[config.mk]
export PLATFORM = sky130hd
export DESIGN_NAME = signal_debounce_ctrl_flat
export DESIGN_NICKNAME = d
export VERILOG_FILES = /design/src/rtl/signal_debounce_ctrl_if.sv /design/src/rtl/signal_debounce_ctrl.sv /design/src/flat_wrapper.sv
export SDC_FILE = /design/constraint.sdc
export NUM_CORES = 1
export LEC_CHECK = 0
export ABC_CLOCK_PERIOD_IN_PS = 3240
export BUFFER_PORTS_ARGS = -buffer_cell sky130_fd_sc_hd__buf_2
export CAP_MARGIN = 15
export CORE_UTILIZATION = 40
export DETAILED_ROUTE_END_ITERATION = 8
export PLACE_DENSITY = 0.63
export SLEW_MARGIN = 25
export SYNTH_ARGS = -nofsm -noshare
export SYNTH_HDL_FRONTEND = slang
export SYNTH_SLANG_ARGS = --single-unit
[constraint.sdc]
create_clock -name clk -period 3.24 [get_ports clk]
set_input_delay 0.648 -clock clk [delete_from_list [all_inputs] [get_ports clk]]
set_output_delay 0.648 -clock clk [all_outputs]
set_load 0.01 [all_outputs]
[src/rtl/signal_debounce_ctrl_if.sv]
// Event/control bundle between the signal debouncer and its environment.
// The master side drives the raw input and controls; the slave side is
// the debouncer itself.
interface signal_debounce_ctrl_if #(
    parameter int CNT_W = 8
);
    logic             signal;
    logic             enable;
    logic             clear;
    logic             evt_ready;
    logic             evt_valid;
    logic             evt_rise;
    logic             level;
    logic [CNT_W-1:0] edge_count;
    logic             overflow;

    modport master (
        output signal, enable, clear, evt_ready,
        input  evt_valid, evt_rise, level, edge_count, overflow
    );

    modport slave (
        input  signal, enable, clear, evt_ready,
        output evt_valid, evt_rise, level, edge_count, overflow
    );
endinterface

[src/rtl/signal_debounce_ctrl.sv]
// Debounce controller for one asynchronous input: two-flop synchroniser,
// stability-check FSM, one-entry rise/fall event buffer and an edge counter.
module signal_debounce_ctrl #(
    parameter int STABLE_CNT = 4,
    parameter int CNT_W      = 8
) (
    input logic                    clk,
    input logic                    rst_n,
    signal_debounce_ctrl_if.slave  bus
);
    localparam int CW = $clog2(STABLE_CNT) + 1;
    localparam logic [CW-1:0] CNT_LAST = CW'(STABLE_CNT - 1);

    typedef enum logic [1:0] {
        IDLE_LOW   = 2'd0,
        CHECK_HIGH = 2'd1,
        IDLE_HIGH  = 2'd2,
        CHECK_LOW  = 2'd3
    } state_t;

    typedef struct packed {
        logic valid;
        logic rise;
    } evt_t;

    logic [1:0]       sync;
    logic             s;
    state_t           state, state_nxt;
    logic [CW-1:0]    cnt, cnt_nxt;
    logic             level_q, level_nxt;
    logic             post, post_rise;
    evt_t             evt_q;
    logic             pop, load, drop;
    logic             ovf_q;
    logic [CNT_W-1:0] edge_cnt_q;

    // Two-flop synchroniser; runs regardless of enable so s is always fresh.
    always_ff @(posedge clk or negedge rst_n) begin
        if (!rst_n) sync <= 2'b00;
        else        sync <= {sync[0], bus.signal};
    end

    assign s = sync[1];

    // FSM state, stability counter and confirmed level.
    always_ff @(posedge clk or negedge rst_n) begin
        if (!rst_n) begin
            state   <= IDLE_LOW;
            cnt     <= '0;
            level_q <= 1'b0;
        end else begin
            state   <= state_nxt;
            cnt     <= cnt_nxt;
            level_q <= level_nxt;
        end
    end

    // Next state: a check starts on the first differing sample (cnt=1) and
    // confirms on the STABLE_CNT-th; any disagreeing sample or enable=0
    // drops back to the idle state of the current level.
    always_comb begin
        state_nxt = state;
        cnt_nxt   = cnt;
        level_nxt = level_q;
        post      = 1'b0;
        post_rise = 1'b0;
        case (state)
            IDLE_LOW: begin
                if (s && bus.enable) begin
                    state_nxt = CHECK_HIGH;
                    cnt_nxt   = CW'(1);
                end
            end
            CHECK_HIGH: begin
                if (!bus.enable || !s) begin
                    state_nxt = IDLE_LOW;
                    cnt_nxt   = '0;
                end else if (cnt == CNT_LAST) begin
                    state_nxt = IDLE_HIGH;
                    cnt_nxt   = '0;
                    level_nxt = 1'b1;
                    post      = 1'b1;
                    post_rise = 1'b1;
                end else begin
                    cnt_nxt = cnt + 1'b1;
                end
            end
            IDLE_HIGH: begin
                if (!s && bus.enable) begin
                    state_nxt = CHECK_LOW;
                    cnt_nxt   = CW'(1);
                end
            end
            CHECK_LOW: begin
                if (!bus.enable || s) begin
                    state_nxt = IDLE_HIGH;
                    cnt_nxt   = '0;
                end else if (cnt == CNT_LAST) begin
                    state_nxt = IDLE_LOW;
                    cnt_nxt   = '0;
                    level_nxt = 1'b0;
                    post      = 1'b1;
                    post_rise = 1'b0;
                end else begin
                    cnt_nxt = cnt + 1'b1;
                end
            end
            default: begin
                state_nxt = IDLE_LOW;
                cnt_nxt   = '0;
            end
        endcase
    end

    // Pop happens first, so a post in the same cycle as an accept lands
    // in the freed slot without a bubble.
    assign pop  = evt_q.valid & bus.evt_ready;
    assign load = post & (~evt_q.valid | pop);
    assign drop = post & ~load;

    // One-entry event buffer; contents held until accepted.
    always_ff @(posedge clk or negedge rst_n) begin
        if (!rst_n) begin
            evt_q <= '0;
        end else if (load) begin
            evt_q.valid <= 1'b1;
            evt_q.rise  <= post_rise;
        end else if (pop) begin
            evt_q.valid <= 1'b0;
        end
    end

    // Edge counter counts every confirmed edge (buffered or dropped) and
    // wraps; clear takes effect before a same-cycle increment.
    always_ff @(posedge clk or negedge rst_n) begin
        if (!rst_n)         edge_cnt_q <= '0;
        else if (bus.clear) edge_cnt_q <= CNT_W'(post);
        else if (post)      edge_cnt_q <= edge_cnt_q + 1'b1;
    end

    // Sticky drop flag; a same-cycle drop wins over clear.
    always_ff @(posedge clk or negedge rst_n) begin
        if (!rst_n)         ovf_q <= 1'b0;
        else if (drop)      ovf_q <= 1'b1;
        else if (bus.clear) ovf_q <= 1'b0;
    end

    assign bus.level      = level_q;
    assign bus.evt_valid  = evt_q.valid;
    assign bus.evt_rise   = evt_q.rise;
    assign bus.edge_count = edge_cnt_q;
    assign bus.overflow   = ovf_q;
endmodule

[src/flat_wrapper.sv]
// flat-port wrapper written by rule: the top's interface ports become plain ports
module signal_debounce_ctrl_flat 
#(
    parameter int STABLE_CNT = 4,
    parameter int CNT_W      = 8
)
  (clk, rst_n, bus_signal, bus_enable, bus_clear, bus_evt_ready, bus_evt_valid, bus_evt_rise, bus_level, bus_edge_count, bus_overflow);
  signal_debounce_ctrl_if #(.CNT_W(CNT_W)) bus_i ();
  input logic clk;
  input logic rst_n;
  input wire logic [$bits(bus_i.signal)-1:0] bus_signal;
  input wire logic [$bits(bus_i.enable)-1:0] bus_enable;
  input wire logic [$bits(bus_i.clear)-1:0] bus_clear;
  input wire logic [$bits(bus_i.evt_ready)-1:0] bus_evt_ready;
  output wire logic [$bits(bus_i.evt_valid)-1:0] bus_evt_valid;
  output wire logic [$bits(bus_i.evt_rise)-1:0] bus_evt_rise;
  output wire logic [$bits(bus_i.level)-1:0] bus_level;
  output wire logic [$bits(bus_i.edge_count)-1:0] bus_edge_count;
  output wire logic [$bits(bus_i.overflow)-1:0] bus_overflow;
  assign bus_i.signal = bus_signal;
  assign bus_i.enable = bus_enable;
  assign bus_i.clear = bus_clear;
  assign bus_i.evt_ready = bus_evt_ready;
  assign bus_evt_valid = bus_i.evt_valid;
  assign bus_evt_rise = bus_i.evt_rise;
  assign bus_level = bus_i.level;
  assign bus_edge_count = bus_i.edge_count;
  assign bus_overflow = bus_i.overflow;
  signal_debounce_ctrl #(.STABLE_CNT(STABLE_CNT), .CNT_W(CNT_W)) u_core (.clk(clk), .rst_n(rst_n), .bus(bus_i));
endmodule
**Word-level counts from Yosys, hierarchy flattened**

Index checks and enable logic that the tools add are counted.

- Register bits after elaboration: 19
- Latch bits: 0
- Bits in writable memories: 0
- Bits in read-only memories: 0
- Input port bits: 6
- Output and inout bits: 12
- Logic and storage cells: 71
- Memories kept: 0

- Add/sub/neg operators: 2
- $mul: 0
- Divide/modulo/power cells: 0
- $lt $le $gt $ge: 0
- Eq/ne operators: 12
- Shift operators: 0
- Muxes and demuxes: 29
- Bitwise gates (word level): 6
- Reduce and logical (&&, ||, !) cells: 14

Operators with widths:

| kind | count |
|---|---|
| 2-to-1 mux 8 bit | 2 |
| 2-to-1 mux 3 bit | 5 |
| 2-to-1 mux 1 bit | 12 |
| 2-to-1 mux 2 bit | 6 |
| one-hot mux 3 bit (4 select lines) | 1 |
| adder 8 x 1 -> 8 bit, second input constant | 1 |
| inequality test 2 x 1 -> 1 bit, second input constant | 4 |
| one-hot mux 2 bit (4 select lines) | 1 |
| nonzero test 2 bit | 4 |
| inequality test 3 x 1 -> 1 bit, second input constant | 2 |
| AND reduction 5 bit | 1 |
| == test 2 bit, second input constant | 2 |
| inequality test 2 bit, second input constant | 2 |
| one-hot mux 1 bit (2 select lines) | 2 |
| AND reduction 4 bit | 1 |
| adder 3 x 1 -> 3 bit, second input constant | 1 |
| bitwise AND 1 bit | 3 |
| == test 3 x 2 -> 1 bit, second input constant | 1 |
| == test 2 x 1 -> 1 bit, second input constant | 1 |
| logical AND 1 bit | 2 |
| zero test 1 bit | 2 |
| zero test 2 bit | 1 |
| logical OR 1 bit | 2 |
| inverter 1 bit | 2 |
| other kinds (2) | 2 |

**Depth between registers and ports, before layout**

Gate-level depths: netlist of the first run.

- Depth in word-level cells: 8
- Mapped depth: 5
- Depth with buffers taken out: 4

**Least setup slack after synthesis of the first run**

No wires, ideal clock.

- Path type: input to register
- From: input bus_enable
- To: register u_core.edge_cnt_q[7], in the netlist u_core.bus.edge_count[7]
- Library setup time: 125 ps
- Data arrival time: 1532 ps
- Data required time: 3115 ps
- Path slack: 1584 ps
- Stages: 4
- Path buffers: 1
- Path through: nand4b_1 buf_2 nor4_1 mux2_2

- Longest elaborated chain between the ends: 5
- Elaborated cells between the ends (all ways): 7
- Classes of those cells: mux: 3; reduce/logical: 4

Ends and longest elaborated chain:

| what | RTL line | source |
|---|---|---|
| start, declared | flat_wrapper.sv:12 | `input wire logic [$bits(bus_i.enable)-1:0] bus_enable;` |
| zero test 1 bit (*) | signal_debounce_ctrl.sv:75, signal_debounce_ctrl.sv:95 |  |
| logical OR 1 bit, on equally long branches | signal_debounce_ctrl.sv:95, signal_debounce_ctrl.sv:75 |  |
| 2-to-1 mux 1 bit, on equally long branches | signal_debounce_ctrl.sv:95, signal_debounce_ctrl.sv:75 |  |
| one-hot mux 1 bit (2 select lines) (*) | signal_debounce_ctrl.sv:67 | `case (state)` |
| nonzero test 2 bit (no source line) (*) | n/a |  |
| end signal, assigned | signal_debounce_ctrl.sv:137 | `else if (bus.clear) edge_cnt_q <= CNT_W'(post);` |
| end signal, assigned | signal_debounce_ctrl.sv:138 | `else if (post) edge_cnt_q <= edge_cnt_q + 1'b1;` |
| end, declared | signal_debounce_ctrl.sv:35 | `logic [CNT_W-1:0] edge_cnt_q;` |

Every way passes the cells marked *; elsewhere a longest branch is shown, timed or not.
A chain may end at the register's enable or synchronous reset.

**Worst setup path in the final report of the first run**

- From: register u_core.cnt[0]
- To: register u_core.edge_cnt_q[7], in the netlist u_core.bus.edge_count[7]

- Longest elaborated chain between the ends: 5
- Elaborated cells between the ends (all ways): 6
- Classes of those cells: eq/ne: 1; mux: 4; reduce/logical: 1

Ends and longest elaborated chain:

| what | RTL line | source |
|---|---|---|
| start, declared | signal_debounce_ctrl.sv:29 | `logic [CW-1:0] cnt, cnt_nxt;` |
| start signal, assigned | signal_debounce_ctrl.sv:53 | `cnt <= cnt_nxt;` |
| == test 3 x 2 -> 1 bit (*) | signal_debounce_ctrl.sv:78, signal_debounce_ctrl.sv:98 |  |
| 2-to-1 mux 1 bit (*) | signal_debounce_ctrl.sv:78, signal_debounce_ctrl.sv:98 |  |
| 2-to-1 mux 1 bit, on equally long branches | signal_debounce_ctrl.sv:95, signal_debounce_ctrl.sv:75 |  |
| one-hot mux 1 bit (2 select lines) (*) | signal_debounce_ctrl.sv:67 |  |
| nonzero test 2 bit (no source line) (*) | n/a |  |

Marks and branches as above.

==> results of run 1 <==
-- state kept, by name, summed over array words and instances, names as in the netlist --
name,flops
u_core.state,2
u_core.bus.level,1
u_core.sync,2
u_core.cnt,3
u_core.bus.evt_rise,1
u_core.bus.edge_count,8
u_core.bus.evt_valid,1
u_core.bus.overflow,1
-- metal layers --
layer  wire [um]  track usage  vias up  part of all wire
met5           0            0        -                 0
met4          17       0.0833        0            0.0097
met3          57       0.0364        2             0.033
met2         861        0.242       12              0.49
met1         815        0.200      373              0.46
li1            -            -      365                 -
-- cell usage after synthesis (2+ instances only) --
cell type and instances:
inv_1 5, o2bb2ai_1 2, mux2_2 4, nand2b_1 3
ha_1 2, nor2_1 5, buf_4 2, nand4_1 3
a22o_1 2, nor2b_1 5, a21oi_1 4, nand2_1 9
dfrtp_1 19, clkbuf_1 2, o31ai_1 2, nor4_1 3
or4_1 2, nand3_1 5
-- how the worst min path moves through the flow --
stage | startpoint | endpoint | slack [ns] | depth (start not counted)
2_1_floorplan | u_core.sync[0] | u_core.sync[1] | 0.33 | 0
3_3_place_gp | u_core.sync[0] | u_core.sync[1] | 0.33 | 0
3_5_place_dp | u_core.sync[0] | u_core.sync[1] | 0.34 | 0
4_1_cts | rst_n | u_core.bus.edge_count[1] | 0.29 | 1
5_1_grt | rst_n | u_core.bus.edge_count[1] | 0.30 | 1
6_report | rst_n | u_core.bus.edge_count[1] | 0.28 | 1
-- power by group through the flow --
| stage | Combinational (mW) | Sequential [mW] | Clock [mW] |
|---|---|---|---|
| after detailed placement | 0.111 | 0.299 | 0 |
| after global routing | 0.125 | 0.299 | 0.136 |
| after CTS | 0.111 | 0.294 | 0.123 |
| after global placement | 0.107 | 0.297 | 0 |
| final | 0.107 | 0.293 | 0.119 |
| after floorplan | 0.0981 | 0.282 | 0 |
-- worst register-to-register path, delay by kind of cell (launching register included) --
kind | cells | cell delay (ns)
adders and majority gates | 1 | 0.23
and+or+nand+nor | 2 | 0.83
muxes | 1 | 0.38
DFF | 1 | 0.37
-- cell families (layout without fill, tap and decap cells) --
kind of cell | after synthesis | count (layout) | share of synthesized area
compound gates | 17 | 17 | 0.126
xor+xnor | 3 | 3 | 0.0356
fa+ha+maj | 2 | 2 | 0.0263
buf+inv | 10 | 26 | 0.0487
flops | 19 | 19 | 0.501
mux | 4 | 4 | 0.0474
simple gates | 38 | 38 | 0.215
-- cell type report --
type,count,area share
multi-input combinational,64,0.400
inverter,5,0.0176
sequential,19,0.445
tap,28,0.0328
clock buffer,4,0.0246
timing repair buffer,17,0.0796
-- through the flow --
| stage | std cells | total power, mW | area [um2] |
|---|---|---|---|
| floorplan | 93 | 0.380 | 950 |
| global placement | 133 | 0.403 | 1040 |
| detailed placement | 133 | 0.410 | 1040 |
| CTS | 137 | 0.528 | 1070 |
| global route | 137 | 0.559 | 1070 |
| finish | 137 | 0.520 | 1070 |
==> key figures, run 1 <==
Yosys
  • Syn Inst Count: between 90 and 100
  • Post-synthesis sequential area ratio: 0.501
  • Post-synth cell types: 32
  • Fraction of registers with async set/reset: 1.00
  • EDFF count, synth: 0
  • Synth Cell Area: 950 um2
  • Ys Warns: 0
  • Synthesis-stage register bit count: 19
  • Synth area leaders: dfrtp_1, mux2_2, nand2_1
  • Synth top area share: 0.501
  • Synth Area per Inst: 10.2 um2
  • Synth Flop Type: dfrtp_1
  • Largest area contributor in the netlist: dfrtp_1
  • Syn nets: roughly 100

Clock tree
  • Post-CTS sizing: 0
  • Clock buffer depth: 2
  • CTS root buf: clkbuf_4
  • Post-CTS Hold Fix Bufs: 0
  • TritonCTS buffer count: 3
  • Total clock sinks: 19
  • Post-CTS setup buffer count: 0
  • CTS tree: done
  • Reg clk slew, reported paths: 0.11 ns
  • H-tree depth: 1
  • Clk Latency, worst-skew pair: 0.29 ns

Setup path
  • Cell Chain, Critical Path: ha_1, nand4b_1, nor4_1, mux2_2
  • Crit path capture type: flip-flop
  • Critical path's top delay family: simple AND/OR/NAND/NOR gates
  • Max incr delay on CP: between 0.4 and 0.5 ns
  • Setup crit end: u_core.bus.edge_count[7]
  • Worst Path Max Fanout: 11
  • Critical R2R Capture: u_core.bus.edge_count[7]
  • Setup CP Type: reg2reg
  • CP Data Required Time: 3.42 ns
  • FF-to-FF setup slack: 1.34 ns
  • Worst reg2reg path startpoint: u_core.cnt[0]
  • CP startpoint kind: flip-flop
  • Worst r2r path cells: 4
  • Worst setup path start: u_core.cnt[0]
  • Crit path depth: 4
  • CP max-delay cell: nor4_1
  • Critical path buffers and inverters: 0
  • Worst Path Arrival: 2.09 ns

Timing
  • Final hold violations: 0
  • Final worst slack: 1.34 ns
  • Fin crit share: 0.588
  • Max-slew violations: 0
  • Shortest period the worst path allows: 1.90 ns
  • Max-Slew Margin vs Limit: 0.713
  • Sum of negative setup slack: 0 ns
  • Least-Margin Pin Slew: around 0.43 ns
  • Fin Clk Skew: 0.00137 ns
  • RSZ-0062 raised after global routing: false
  • Final setup violation count: 0
  • Hold_ws: 0.276 ns
  • Fmax: 0.525 GHz

Power and ir drop
  • Switching pwr: 167 uW
  • Leakage: 0.494 nW
  • P_int: 353 uW
  • VDD IR max: 0.000315 V
  • Clk pwr share: 0.228
  • Seq pwr share: 0.565
  • Switch share: 0.321
  • Combinational power share: 0.207
  • Power per cell area: 486 mW/mm2

Final layout
  • Register area: 475 um2
  • Most common cell after layout, fill and taps aside: dfrtp_1
  • Number of diodes: 0
  • Fill cell count: approximately 240
  • Final core occ: 0.478
  • Layout cells sized above 1: 0.229
  • Area Growth Syn to Fin: 12.5%
  • Nets: 118
  • Multi-input logic area: 428 um2
  • Commonest non-fill, non-tap cells in the layout: dfrtp_1, buf_2, nand2_1

Global routing
  • Total GRT Usage: 0.156
  • Initial antenna violation count: 0
  • First-pass GRT wire length: just under 3 mm
  • Grt total ovfl: 0
  • Vias in the first global route: 657
  • Pin count of the biggest net entering global routing: 20

Die
  • Top Ports: 18
  • Initial core utilization: 0.425
  • FP Rows: 17
  • Die area: about 0.0026 mm2
  • Chip height: 50.7 um
  • Die width: roughly 51 um
  • Core area: 0.00223 mm2

Detailed routing
  • Router iterations before antenna repair: 4
  • Vias: 752
  • Via/cell ratio: 5.49
  • Routed WL per cell: 12.8 um
  • Routed Antenna Nets: 0
  • # DRC: 0
  • WL final: 1.75 mm
  • DR iter-0 viols: 10

Placement
  • Setup WS pre-CTS: 1.15 ns
  • Detail Placement HPWL: 1.30 mm
  • # port buffers: 17
  • Placer Congestion: between 0.7 and 0.8

Run status
  • Status: completed

Run
  • # Max-Cap Violations: 0

Worst hold path
  • Hold Crit Class: in2async
No activity file was read; power rests on OpenSTA's default activity.
==> run 2, diff against run 1 <==
- ABC_CLOCK_PERIOD_IN_PS: 3240 -> 1850
- clock period: 3.24 -> 1.85 ns (I/O delays scaled with it)
==> key figures, run 2 (synthesis gave the netlist of run 1 again) <==
Run status
  • Status: finished, violations left
  • Failing checks: negative hold slack

Timing
  • Max-Slew Margin vs Limit: 0.715
  • Least-Margin Pin Slew: around 0.43 ns
  • Fin Clk Skew: around 0.00086 ns
  • Max-slew violations: 0
  • Sum of negative setup slack: 0 ns
  • RSZ-0062 raised after global routing: false
  • Hold_ws: -0.00657 ns
  • Fmax: between 0.6 and 0.7 GHz
  • Fin crit share: 0.895
  • Shortest period the worst path allows: 1.66 ns
  • Final setup violation count: 0
  • Final hold violations: 19

Detailed routing
  • Via/cell ratio: 5.40
  • Top routing layer used: met4
  • Routed WL per cell: about 13 um
  • DR iter-0 viols: 9
  • M1 wire length: 855 um
  • Met2 WL: 872 um
  • Vias: 751
  • Routed Antenna Nets: 0
  • # DRC: 0
  • Router iterations before antenna repair: 4
  • WL final: approximately 1.8 mm
  • DR WL met3: 67 um

Setup path
  • Setup CP Type: reg2reg
  • CP max-delay cell: dfrtp_1
  • Crit path capture type: flip-flop
  • CP startpoint kind: flip-flop
  • CP Data Required Time: 2.04 ns
  • Worst Path Arrival: between 1.5 and 2 ns
  • Max incr delay on CP: 0.37 ns
  • Worst Path Max Fanout: 8
  • Cell Chain, Critical Path: ha_1, nand4b_1, buf_4, nor4_1, mux2_2

Final layout
  • Nets: between 100 and 150
  • Commonest non-fill, non-tap cells in the layout: dfrtp_1, buf_2, nand2_1
  • Number of diodes: 0
  • Most common cell after layout, fill and taps aside: dfrtp_1
  • Max FFs per register: 8
  • Final core occ: 0.491
  • Area Growth Syn to Fin: 15.4%
  • Layout cells sized above 1: 0.261

Placement
  • Detail Placement HPWL: 1.29 mm
  • Placer Congestion: 0.780
  • # port buffers: 17

Clock tree
  • Total clock sinks: 19
  • Clk Latency, worst-skew pair: 0.29 ns
  • CTS tree: done
  • TritonCTS buffer count: 3
  • Clock buffer depth: 2
  • H-tree depth: 1
  • CTS root buf: clkbuf_4
  • Reg clk slew, reported paths: 0.10 ns
  • Post-CTS Hold Fix Bufs: 0

Global routing
  • Total GRT Usage: 0.171
  • First-pass GRT wire length: between 3 and 4 mm
  • Initial antenna violation count: 0
  • Grt total ovfl: 0
  • Vias in the first global route: 730
  • Pin count of the biggest net entering global routing: 20

Die
  • Chip height: 50.7 um
  • Die area: 0.00257 mm2
  • Initial core utilization: 0.425
  • Core area: 0.00223 mm2
  • Top Ports: 18
  • FP Rows: 17
  • Die width: around 50 um

Power and ir drop
  • Power per cell area: 839 mW/mm2
  • Clk pwr share: 0.224
  • Leakage: 0.503 nW
  • Switch share: 0.324
  • Combinational power share: 0.217
  • P_int: around 620 uW
  • Switching pwr: just under 300 uW
  • Seq pwr share: 0.558
  • VDD IR max: about 0.00073 V

Worst hold path
  • Hold Crit Class: in2async

Run
  • # Max-Cap Violations: 0
==> run 2: cell count changes in the layout (fill, tap and decap cells not counted) <==
cell | before | now
nor4_2 | 0 | 2
buf_4 | 0 | 2
nor4_1 | 3 | 1
==> run 2: final cells by class <==
type	count	area [um2]
Clock buffer	4	26.3
Timing Repair Buffer	19	100
Fill cell	211	1140
Sequential cell	19	475
Multi-Input combinational cell	64	440
Tap cell	28	35.0
Inverter	5	18.8
==> run 2: path summary, 6_finish.rpt <==
check                                     from                       end  slack [ns]  cells past startpoint
worst max-delay path             u_core.cnt[0]  u_core.bus.edge_count[6]        0.19                      5
worst min-delay path                     rst_n  u_core.bus.edge_count[3]      -0.007                      1
worst max register to register   u_core.cnt[0]  u_core.bus.edge_count[6]        0.19                      5
worst min register to register  u_core.sync[0]            u_core.sync[1]        0.36                      0
max in group asynchronous                rst_n      u_core.bus.evt_valid        1.57                      1
min in group clk                    bus_signal            u_core.sync[0]        0.17                      1
==> run 2: power by group through the flow <==
stage	clock (mW)	combinational, mW	sequential, mW
after detailed placement	0	0.196	0.521
final	0.206	0.200	0.513
after global placement	0	0.187	0.519
after floorplan	0	0.172	0.494
after global routing	0.231	0.228	0.520
after CTS	0.216	0.198	0.513
==> run 2: through the flow <==
stage	instances	power [mW]	cell area, um2	worst slack, ns
6_report	139	0.920	1100	0.194
5_1_grt	139	0.978	1100	0.100
4_1_cts	138	0.927	1080	0.0436
3_5_place_dp	134	0.717	1050	0.0570
3_3_place_gp	134	0.706	1050	0.165
2_1_floorplan	93	0.666	950	0.289
==> run 2: what timing repair did <==
action,in CTS,in global routing
resized for setup,0,2
setup buffers,0,1
setup endpoints to repair,0,2
==> run 2: metal layers <==
metal	GRT usage	vias to the layer above
li1	-	373
met1	0.210	363
met2	0.276	13
met3	0.0636	2
met4	0.0556	0
met5	0	-
==> run 2: worst max-delay path: cells and delay by family, from the launching register on <==
kind	cells	cell delay (ns)
fa+ha+maj	1	0.23
buf+inv	1	0.17
flops	1	0.37
mux	1	0.37
simple gates	2	0.41
==> run 3, diff against run 2 <==
==> constraint.sdc (replaced) <==
create_clock -name clk -period 1.85 [get_ports clk]
set_input_delay 0.0925 -clock clk [delete_from_list [all_inputs] [get_ports clk]]
set_output_delay 0.0925 -clock clk [all_outputs]
set_load 0.01 [all_outputs]
==> key figures, run 3 (synthesis gave the netlist of run 1 again) <==
Clock tree
  • H-tree depth: 1
  • Clk Latency, worst-skew pair: 0.29 ns
  • Clock buffer depth: 2
  • Reg clk slew, reported paths: 0.10 ns
  • CTS tree: done
  • TritonCTS buffer count: 3
  • Total clock sinks: 19
  • CTS root buf: clkbuf_4
  • Post-CTS sizing: 0

Detailed routing
  • Router iterations before antenna repair: 4
  • DR iter-0 viols: 21
  • Routed Antenna Nets: 0
  • Vias: about 760
  • Routed WL per cell: 12.6 um
  • WL final: 1.77 mm
  • # DRC: 0
  • Via/cell ratio: 5.36

Final layout
  • Most common cell after layout, fill and taps aside: dfrtp_1
  • Number of diodes: 0
  • Layout cells sized above 1: 0.239
  • Nets: 122
  • Fill cell count: between 200 and 250
  • Area Growth Syn to Fin: 16.2%
  • Commonest non-fill, non-tap cells in the layout: dfrtp_1, buf_2, nand2_1
  • Final core occ: 0.494
  • Non-Filler Instances: 141
  • Max FFs per register: 8

Power and ir drop
  • Power per cell area: 824 mW/mm2
  • Tot Pwr: 910 uW
  • VDD IR max: about 0.00044 V
  • Leakage: 0.511 nW

Placement
  • Placer Congestion: 0.781
  • # port buffers: 17
  • Placed Instances: 134
  • Detail Placement HPWL: approximately 1.3 mm

Worst hold path
  • Hold Crit Class: in2reg

Die
  • Die area: 0.00257 mm2
  • FP Rows: 17
  • Core area: 0.00223 mm2
  • Top Ports: 18
  • Initial core utilization: 0.425
  • Chip height: 50.7 um
  • Die width: around 51 um

Timing
  • Least-Margin Pin Slew: about 0.43 ns
  • Fin Clk Skew: 0.00127 ns
  • Shortest period the worst path allows: 1.63 ns
  • Max-slew violations: 0
  • Sum of negative setup slack: 0 ns
  • Final hold violations: 0
  • RSZ-0062 raised after global routing: false
  • Fin crit share: 0.881
  • Final setup violation count: 0
  • Max-Slew Margin vs Limit: 0.713
  • Fmax: 0.613 GHz

Global routing
  • First-pass GRT wire length: 3.10 mm
  • Initial antenna violation count: 0
  • Vias in the first global route: 710
  • Total GRT Usage: 0.165
  • Grt total ovfl: 0
  • Pin count of the biggest net entering global routing: 20

Run status
  • Status: completed

Setup path
  • CP Data Required Time: 2.04 ns
  • Crit path capture type: flip-flop
  • CP max-delay cell: mux2_2
  • Cell Chain, Critical Path: ha_1, nand4b_1, buf_4, nor4_1, mux2_2
  • Max incr delay on CP: roughly 0.37 ns
  • Worst Path Max Fanout: 8
  • Critical path buffers and inverters: 1
  • Setup CP Type: reg2reg
  • CP startpoint kind: flip-flop
  • Worst Path Arrival: 1.82 ns
  • Critical path's top delay family: simple AND/OR/NAND/NOR gates

Run
  • # Max-Cap Violations: 0
==> run 3: cell count changes in the layout (fill, tap and decap cells not counted) <==
| cell | delta |
|---|---|
| nor4_1 | +2 |
| nor4_2 | -2 |
| dlygate4sd3_1 | +2 |
==> run 3: path summary, 6_finish.rpt <==
| kind | start | cells after the start | slack, ns | end |
|---|---|---|---|---|
| max | u_core.cnt[0] | 5 | 0.22 | u_core.bus.edge_count[7] |
| min | bus_enable | 3 | 0.09 | u_core.state[0] |
| max reg2reg | u_core.cnt[0] | 5 | 0.22 | u_core.bus.edge_count[7] |
| min reg2reg | u_core.sync[0] | 0 | 0.36 | u_core.sync[1] |
| max in group asynchronous | rst_n | 2 | 1.29 | u_core.bus.edge_count[1] |
| min in group asynchronous | rst_n | 2 | 0.26 | u_core.bus.edge_count[4] |
==> run 3: through the flow <==
stage / area, um2 / hold slack, ns / setup WS, ns
detailed placement: 1050 / 0.0593 / 0.0766
CTS: 1100 / 0.0758 / 0.0656
floorplan: 950 / -0.203 / 0.289
global route: 1100 / 0.0963 / 0.0887
finish: 1100 / 0.0919 / 0.219
global placement: 1050 / 0.0488 / 0.165
==> run 3: power breakdown <==
part	switching, mW	total (mW)	internal (mW)	leakage [nW]
sequential	0.0541	0.513	0.459	0.251
combinational	0.113	0.195	0.0817	0.245
clock	0.118	0.202	0.0840	0.0150
==> run 3: worst min-delay path, stage by stage <==
cell	delay, ns
buf_2	0.13
nand2_1	0.08
a31oi_1	0.05
==> run 3: final cells by class <==
| class | instances | area (um2) | area share |
|---|---|---|---|
| Multi-Input combinational cell | 64 | 428 | 0.388 |
| Timing Repair Buffer | 21 | 120 | 0.109 |
| Clock buffer | 4 | 26.3 | 0.0238 |
| Tap cell | 28 | 35.0 | 0.0317 |
| Inverter | 5 | 18.8 | 0.0170 |
| Sequential cell | 19 | 475 | 0.431 |
==> run 3: routing by layer <==
layer	share of wire	GRT usage	vias to the layer above
met3	0.034	0.0636	2
li1	-	-	373
met1	0.48	0.202	367
met5	0	0	-
met4	0.0079	0.0417	0
met2	0.48	0.271	14
==> run 3: repair_timing <==
| action | 4_1_cts | 5_1_grt |
|---|---|---|
| setup buffers | 0 | 1 |
| hold buffers | 2 | 0 |
| setup endpoints to repair | 0 | 4 |
| endpoints found under the hold margin | 20 | 0 |
